### config.mk
export PLATFORM = sky130hd
export DESIGN_NAME = sprite_line_scheduler
export DESIGN_NICKNAME = d
export VERILOG_FILES = /design/src/rtl/sprite_line_scheduler.sv
export SDC_FILE = /design/constraint.sdc
export NUM_CORES = 1
export LEC_CHECK = 0
export BUFFER_PORTS_ARGS = -buffer_cell sky130_fd_sc_hd__buf_2
export CORE_MARGIN = 2
export CORE_UTILIZATION = 54
export DETAILED_ROUTE_END_ITERATION = 16
export MAX_ROUTING_LAYER = met4
export PLACE_DENSITY = 0.95
export SLEW_MARGIN = 30
export SYNTH_ARGS = -nofsm -noshare
export SYNTH_HDL_FRONTEND = slang
export SYNTH_SLANG_ARGS = --single-unit
### constraint.sdc
create_clock -name clk_clk -period 7.64 [get_ports clk_clk]
set_input_delay 0.382 -clock clk_clk [delete_from_list [all_inputs] [get_ports clk_clk]]
set_output_delay 0.382 -clock clk_clk [all_outputs]
set_load 0.1 [all_outputs]
### src/rtl/sprite_line_scheduler.sv
// -----------------------------------------------------------------------------
// sprite_line_scheduler
//
// Prepares one scan line of sprite pixels during horizontal blank. On each
// line_start it walks the sprite parameter table from the highest index down
// to index 0. It reads each parameter word and tests whether the sprite
// covers the requested line. For every covering sprite it streams one sprite
// row out of sprite RAM into the line buffer. Lower-index sprites are written
// later, so they win wherever sprites overlap.
//
// Ports
//   clk_clk         in   system clock, all state on rising edge
//   reset_reset     in   asynchronous active-high reset
//   line_start      in   one-cycle pulse at start of horizontal blank
//   next_line       in   [9:0] scan line to prepare (sampled with line_start)
//   spr_param_addr  out  [2:0] sprite index for the parameter read
//   spr_param_data  in   [31:0] parameter word, one cycle after the address
//                        bit31 enable, [25:16] y, [9:0] x
//   spr_sel         out  [2:0] sprite RAM select
//   spr_chipselect  out  sprite RAM chipselect
//   spr_clken       out  sprite RAM clock enable (same as chipselect)
//   spr_addr        out  [10:0] sprite RAM word address {row, col}
//   spr_readdata    in   [15:0] RGB565 pixel, one cycle after the address
//   lb_we           out  line-buffer write strobe
//   lb_addr         out  [9:0] line-buffer pixel column
//   lb_data         out  [15:0] line-buffer pixel
//   busy            out  high whenever not idle
//   done            out  one-cycle pulse when the line is prepared
//   overrun         out  sticky: line_start seen while busy
// -----------------------------------------------------------------------------
module sprite_line_scheduler #(
  parameter int          NUM_SPR     = 8,
  parameter int          SPR_W       = 32,
  parameter int          SPR_H       = 64,
  parameter int          LINE_W      = 640,
  parameter logic [15:0] TRANSPARENT = 16'hF81F
) (
  input  logic        clk_clk,
  input  logic        reset_reset,
  input  logic        line_start,
  input  logic [9:0]  next_line,
  output logic [2:0]  spr_param_addr,
  input  logic [31:0] spr_param_data,
  output logic [2:0]  spr_sel,
  output logic        spr_chipselect,
  output logic        spr_clken,
  output logic [10:0] spr_addr,
  input  logic [15:0] spr_readdata,
  output logic        lb_we,
  output logic [9:0]  lb_addr,
  output logic [15:0] lb_data,
  output logic        busy,
  output logic        done,
  output logic        overrun
);

  typedef enum logic [2:0] {
    IDLE  = 3'd0,
    PARAM = 3'd1,
    CHECK = 3'd2,
    FETCH = 3'd3,
    DRAIN = 3'd4,
    DONE  = 3'd5
  } state_t;

  state_t      state;
  state_t      state_nxt;

  logic [9:0]  line;
  logic [2:0]  idx;
  logic [5:0]  row;
  logic [4:0]  col;
  logic [9:0]  xpos;
  logic        wr_pend;
  logic        in_range;
  logic        overrun_flag;

  logic        ld_line;
  logic        ld_hit;
  logic        dec_idx;
  logic        inc_col;

  logic [10:0] diff;
  logic        hit;
  logic [10:0] sum;
  logic        unused_param_bits;

  // Line minus sprite top at 11 bits: bit 10 set means the line is above the
  // sprite, so a large y never wraps around into a hit.
  assign diff = {1'b0, line} - {1'b0, spr_param_data[25:16]};
  assign hit  = spr_param_data[31] & ~diff[10] & (diff < 11'(SPR_H));
  assign sum  = {1'b0, xpos} + {6'b000000, col};

  assign unused_param_bits = ^{spr_param_data[30:26], spr_param_data[15:10]};

  // State register.
  always_ff @(posedge clk_clk or posedge reset_reset) begin
    if (reset_reset) begin
      state <= IDLE;
    end else begin
      state <= state_nxt;
    end
  end

  // Next-state and datapath control decode.
  always_comb begin
    state_nxt = state;
    ld_line   = 1'b0;
    ld_hit    = 1'b0;
    dec_idx   = 1'b0;
    inc_col   = 1'b0;
    case (state)
      IDLE: begin
        if (line_start) begin
          state_nxt = PARAM;
          ld_line   = 1'b1;
        end else begin
          state_nxt = IDLE;
        end
      end
      PARAM: begin
        state_nxt = CHECK;
      end
      CHECK: begin
        if (hit) begin
          state_nxt = FETCH;
          ld_hit    = 1'b1;
        end else if (idx == 3'd0) begin
          state_nxt = DONE;
        end else begin
          state_nxt = PARAM;
          dec_idx   = 1'b1;
        end
      end
      FETCH: begin
        inc_col = 1'b1;
        if (col == 5'(SPR_W - 1)) begin
          state_nxt = DRAIN;
        end else begin
          state_nxt = FETCH;
        end
      end
      DRAIN: begin
        // Same next-sprite decision as a CHECK miss.
        if (idx == 3'd0) begin
          state_nxt = DONE;
        end else begin
          state_nxt = PARAM;
          dec_idx   = 1'b1;
        end
      end
      DONE: begin
        state_nxt = IDLE;
      end
      default: begin
        state_nxt = IDLE;
      end
    endcase
  end

  // Line, sprite index, row/column walk and line-buffer pipeline registers.
  always_ff @(posedge clk_clk or posedge reset_reset) begin
    if (reset_reset) begin
      line     <= 10'd0;
      idx      <= 3'd0;
      row      <= 6'd0;
      col      <= 5'd0;
      xpos     <= 10'd0;
      wr_pend  <= 1'b0;
      in_range <= 1'b0;
      lb_addr  <= 10'd0;
    end else begin
      if (ld_line) begin
        line <= next_line;
        idx  <= 3'(NUM_SPR - 1);
      end else if (dec_idx) begin
        idx <= idx - 3'd1;
      end
      if (ld_hit) begin
        row  <= diff[5:0];
        xpos <= spr_param_data[9:0];
        col  <= 5'd0;
      end else if (inc_col) begin
        col <= col + 5'd1;
      end
      // The RAM answers one cycle after the address, so the matching column
      // and its visibility are pipelined by one cycle alongside it.
      wr_pend <= (state == FETCH);
      if (state == FETCH) begin
        lb_addr  <= sum[9:0];
        in_range <= (sum < 11'(LINE_W));
      end
    end
  end

  // Sticky overrun flag; only reset clears it.
  always_ff @(posedge clk_clk or posedge reset_reset) begin
    if (reset_reset) begin
      overrun_flag <= 1'b0;
    end else if (line_start && (state != IDLE)) begin
      overrun_flag <= 1'b1;
    end
  end

  assign busy           = (state != IDLE);
  assign done           = (state == DONE);
  assign overrun        = overrun_flag;
  // idx is loaded only on entry to PARAM and reaches 0 before DONE, so it is
  // already 0 while idle.
  assign spr_param_addr = idx;
  assign spr_sel        = idx;
  assign spr_chipselect = (state == FETCH);
  assign spr_clken      = (state == FETCH);
  assign spr_addr       = (state == FETCH) ? {row, col} : 11'd0;
  assign lb_data        = wr_pend ? spr_readdata : 16'h0000;
  assign lb_we          = wr_pend & in_range & (spr_readdata != TRANSPARENT);

endmodule

==> results.yml, run 1 <==
timing:
  maxClockFrequency_ghz: 0.321
  drv_slew: 0
  setup_violations: 0
  worst_pin_slew_ps: 723
  period_share_pct: 40.7
  finalCriticalPeriod_ps: 3110
  finalSetupTns_ps: 0
  rsz0062_at_grt: "false"
  finClkSkew_ps: 8.71
  hold_viol_final: 0
  relSlewSlack_pct: 51.7
die:
  die_w_um: 80.3
  initial_core_util_pct: 56.5
  die_h_um: 80.3
  core_um2: 5570
  rows: 27
  die-area_um2: 6450
  ioPinCount: 110
placement:
  port_buffers: 98
  dp_hpwl_um: 5200
  gp_congestion: 0.893
  placed_cell_area_um2: 3650
synthesis:
  synth.most_common_cell: "dfrtp_1"
  yosysTopAreaCellShare_pct: 39.8
  synth_edf_count: 0
  ys_top_cells_by_count: "dfrtp_1 (50), inv_1 (26), o21ai_0 (26)"
  synthCells: 317
  yosysUniqueCellTypes: 53
  synth_warnings: 0
  synthesis.area_um2: 3150
  yosys.area.top_type: "dfrtp_1"
  synthTopCellsByArea: "dfrtp_1 (40%), ha_1 (7.6%), mux2_2 (6.1%)"
  async_flop_share_pct: 100
  postSynthAreaPerCell_um2: 9.93
  ys_ff_latch: 50
  yosysSeqAreaShare_pct: 39.8
  synth_ff_type: "dfrtp_1"
  synth_fp_nets: 399
setup_path:
  critical_path_class: "register to register"
  reg2reg_to: "xpos[6]"
  cp.required_ps: 7830
  cp-start-kind: "register"
  crit_path_start: "line[0]"
  arrival_ps: 3300
  reg2reg_slack_ps: 4530
  path_max_fanout: 11
  cp-endpoint: "xpos[6]"
  r2r_cells: 12
  r2r_start: "line[0]"
  cp-end-kind: "register"
clocking:
  path_clk_slew_ps: 100
  cts_resized: 0
  post-cts-setup-buffers: 0
  cts_sinks: 50
  ctsHoldBuffers: 0
  numCtsBuffers: 5
  cts_root_buf: "clkbuf_8"
  cts_tree: "built"
  clk_latency_ps: 300
  cts_max_path_buffers: 2
  htree_levels: 2
grt:
  antenna_found_initial: 0
  grt_overflow: 0
  grt_pass1_vias: 2544
  grt_max_degree: 51
  grt_pass1_wl_um: 11200
  grt.total_usage_pct: 22.7
final_layout:
  finalNetCount: 492
  diodes: 0
  areaGrowthSynthToFinish_pct: 21.0
  fin_area_um2: 3810
  drive_above_1_share_pct: 35.0
  nFillCells: 420
detailed_routing:
  via_count: 2658
  drc_errors: 0
  wirelength_um: 6790
  drtAntennaViolNets: 0
  drt_iter0_drc: 155
  via_per_inst: 5.50
  wl_per_cell_um: 14.1
  drt-pass1-iter-count: 4
min_path:
  hp-class: "primary input to asynchronous set/reset pin"
run:
  maxCapViolations: 0
status:
  outcome: "finished clean"
[worst max-delay path, stage by stage, from the launching register on]
cell	delay (ps)
dfrtp_1	370
inv_1	70
ha_1	160
inv_1	50
fa_1	400
a21oi_1	200
o21ai_0	110
a21oi_1	200
mux2i_1	290
nand3_2	140
nor3b_4	430
buf_6	250
mux2_2	350
[state kept, by name, indices dropped and copies added (netlist names)]
register and count:
col 5, in_range 1, lb_addr 10, line 10
overrun 1, row 6, spr_param_addr 3, state 3
wr_pend 1, xpos 10
[through the flow]
step | hold slack [ps] | util [%] | std cells | setup WS, ps
6_report | 156 | 68.3 | 483 | 4530
3_5_place_dp | 440 | 65.5 | 474 | 4190
3_3_place_gp | 433 | 65.4 | 474 | 4270
2_1_floorplan | 448 | - | 317 | 4900
5_1_grt | 204 | 68.3 | 483 | 4290
4_1_cts | 175 | 68.1 | 482 | 4250
[metal layers]
metal,global-route usage (%),wire (um)
met1,26.1,2800
met2,39.8,3450
met3,3.71,397
met4,8.47,146
met5,-,0
[worst min path at each step]
stage	startpoint	end	slack, ps	cells after the start
global route	reset_reset	line[0]	200	2
floorplan	in_range	in_range	450	2
CTS	reset_reset	line[4]	170	2
global placement	overrun	overrun	430	1
finish	reset_reset	lb_addr[6]	160	2
detailed placement	overrun	overrun	440	1
[cell families (layout without fill, tap and decap cells)]
family | count (synthesis) | count (layout) | synth area share [%]
adder cells (fa/ha/maj) | 21 | 21 | 8.83
AO/OA/AOI/OAI | 67 | 67 | 13.6
AND/OR/NAND/NOR | 100 | 100 | 17.7
flip-flops | 50 | 50 | 39.8
XOR/XNOR | 11 | 11 | 3.30
buffers and inverters | 39 | 133 | 5.65
multiplexers | 29 | 29 | 11.2
[cell usage in the layout (no fill, tap or decap), drive strengths merged, types with 3 or more instances in the layout]
cell | netlist | routed
xnor2 | 3 | 3
inv | 26 | 26
and3 | 10 | 10
a21oi | 11 | 11
buf | 5 | 99
nand3 | 5 | 5
o22ai | 3 | 3
dfrtp | 50 | 50
nor2 | 19 | 19
nand2b | 4 | 4
mux2 | 25 | 25
a22o | 4 | 4
clkbuf | 8 | 6
o21ai | 27 | 27
o31ai | 3 | 3
xor2 | 8 | 8
nand2 | 24 | 24
ha | 19 | 19
nand4 | 3 | 3
a211oi | 6 | 6
a21o | 3 | 3
and2 | 17 | 17
mux2i | 4 | 4
[final cells by class]
cell class	count	area (um^2)	area share, %
flip-flops and latches	50	1250	32.9
clock inverters	2	60.1	1.58
repair buffers	99	502	13.2
well taps	72	90.1	2.37
clock buffers	6	82.6	2.17
multi-input cells	228	1720	45.2
inverters	26	100	2.63
Power of run 1 is not shown: default switching activity piles up to over one toggle a cycle in this logic, so the estimate is an artifact.
==> inputs of run 2 (changes only) <==
Settings changed: CORE_UTILIZATION 54 to 51, PLACE_DENSITY 0.95 to 0.93.
Clock period 7.64 ns to 3.3 ns, I/O delays scaled along.
==> run 2 against run 1 <==
  * Via count decreased by 1.5%
  * Critical path depth unchanged
  * Maximum frequency up 5.1%
  * First-iteration DRC count down 5.2%
  * Setup slack worse by 4200 ps
==> results.yml, run 2 (synthesized netlist as in run 1, its figures left out) <==
setup_path:
  cp-start-kind: "register"
  path_max_fanout: 17
  path_buf_inv: 3
  cp_top_family: "multiplexers"
  arrival_ps: 3150
  worstPathCellList: "inv_1, ha_1, inv_1, fa_1, a21oi_1, o21ai_0, a21oi_1, mux2i_1, nand3_2, nor3b_4, buf_4, mux2_2"
  critPathSlowestCell: "fa_1"
  critPathMaxStageDelay_ps: 400
  critical_path_class: "register to register"
  cp.required_ps: 3490
  cp-end-kind: "register"
detailed_routing:
  drc_errors: 0
  drt_iter0_drc: 147
  drt-pass1-iter-count: 4
  via_count: 2617
  wl_per_cell_um: 14.0
  wirelength_um: 6860
  via_per_inst: 5.35
  drtAntennaViolNets: 0
final_layout:
  reg_top3: "lb_addr x10, line x10, xpos x10"
  drive_above_1_share_pct: 35.0
  nFillCells: 492
  areaGrowthSynthToFinish_pct: 20.2
  mostFrequentLayoutCell: "buf_2"
  final_cell_mix: "buf_2 (98), dfrtp_1 (50), o21ai_0 (26)"
  finalNetCount: 495
  multi_input_area_um2: 1720
  final_cells: 489
  diodes: 0
  fin_area_um2: 3780
  register_area_um2: 1250
clocking:
  path_clk_slew_ps: 100
  htree_levels: 2
  post-cts-setup-buffers: 0
  cts_sinks: 50
  cts_max_path_buffers: 2
  cts_root_buf: "clkbuf_8"
  numCtsBuffers: 5
  cts_tree: "built"
  clk_latency_ps: 300
timing:
  finalSetupTns_ps: 0
  relSlewSlack_pct: 53.4
  whs_ps: 70.4
  drv_slew: 0
  worst_pin_slew_ps: 698
  rsz0062_at_grt: "false"
  period_share_pct: 89.7
  finClkSkew_ps: 13.1
  setup_violations: 0
  finalCriticalPeriod_ps: 2960
  maxClockFrequency_ghz: 0.338
  hold_viol_final: 0
status:
  outcome: "finished clean"
placement:
  port_buffers: 98
  gp_congestion: 0.905
  placed_cell_area_um2: 3680
  dp_hpwl_um: 5300
  placedCellCount: 480
grt:
  antenna_found_initial: 0
  grt_max_degree: 51
  grt_pass1_vias: 2468
  grt.total_usage_pct: 21.1
  grt_pass1_wl_um: 10800
  grt_overflow: 0
min_path:
  hp-class: "primary input to register"
die:
  die-area_um2: 6810
  core_um2: 5960
  die_h_um: 82.6
  initial_core_util_pct: 52.8
  ioPinCount: 110
  rows: 28
  die_w_um: 82.6
run:
  maxCapViolations: 0
==> run 2: what timing repair did <==
item / CTS / global route
hold endpoints to repair: 50 / 0
endpoints found under the setup margin: 0 / 0
hold buffers: 1 / 0
resized for setup: 0 / 0
==> run 2: final timing paths <==
| kind | start | to | slack (ps) | cells past startpoint |
|---|---|---|---|---|
| worst min register to register | lb_addr[7] | lb_addr[7] | 490 | 2 |
| worst min-delay path | next_line[0] | line[0] | 70 | 3 |
| worst max-delay path | line[0] | row[3] | 340 | 12 |
| min in group asynchronous | reset_reset | line[1] | 480 | 3 |
| worst max register to register | line[0] | row[3] | 340 | 12 |
| max in group asynchronous | reset_reset | row[4] | 2380 | 3 |
==> run 2: layer usage <==
metal / routed length [um] / vias to the layer above / GRT usage (%)
li1: - / 1298 / -
met1: 2790 / 1204 / 24.1
met2: 3520 / 107 / 38.5
met3: 484 / 8 / 3.04
met4: 65 / 0 / 5.74
met5: 0 / - / -
==> run 2: area by class of cell <==
class	count	share of cell area (%)
Timing Repair Buffer	102	13.8
Clock buffer	5	1.82
Multi-Input combinational cell	228	45.4
Inverter	26	2.65
Tap cell	75	2.48
Clock inverter	3	0.761
Sequential cell	50	33.1
==> run 2: through the flow <==
stage | utilization [%] | setup WS [ps]
2_1_floorplan | - | 557
3_3_place_gp | 61.7 | 439
3_5_place_dp | 61.7 | 359
4_1_cts | 63.5 | 344
5_1_grt | 63.5 | 141
6_report | 63.5 | 340
==> run 2: worst reg2reg max path, delay by kind of cell (launching register included) <==
kind                       cells  cell delay [ps]
muxes                          2              670
DFF                            1              370
adders and majority gates      2              550
AOI/OAI and AO/OA              3              490
and+or+nand+nor                2              350
buffers and inverters          3              430
Power of run 2 is left out for the same reason.
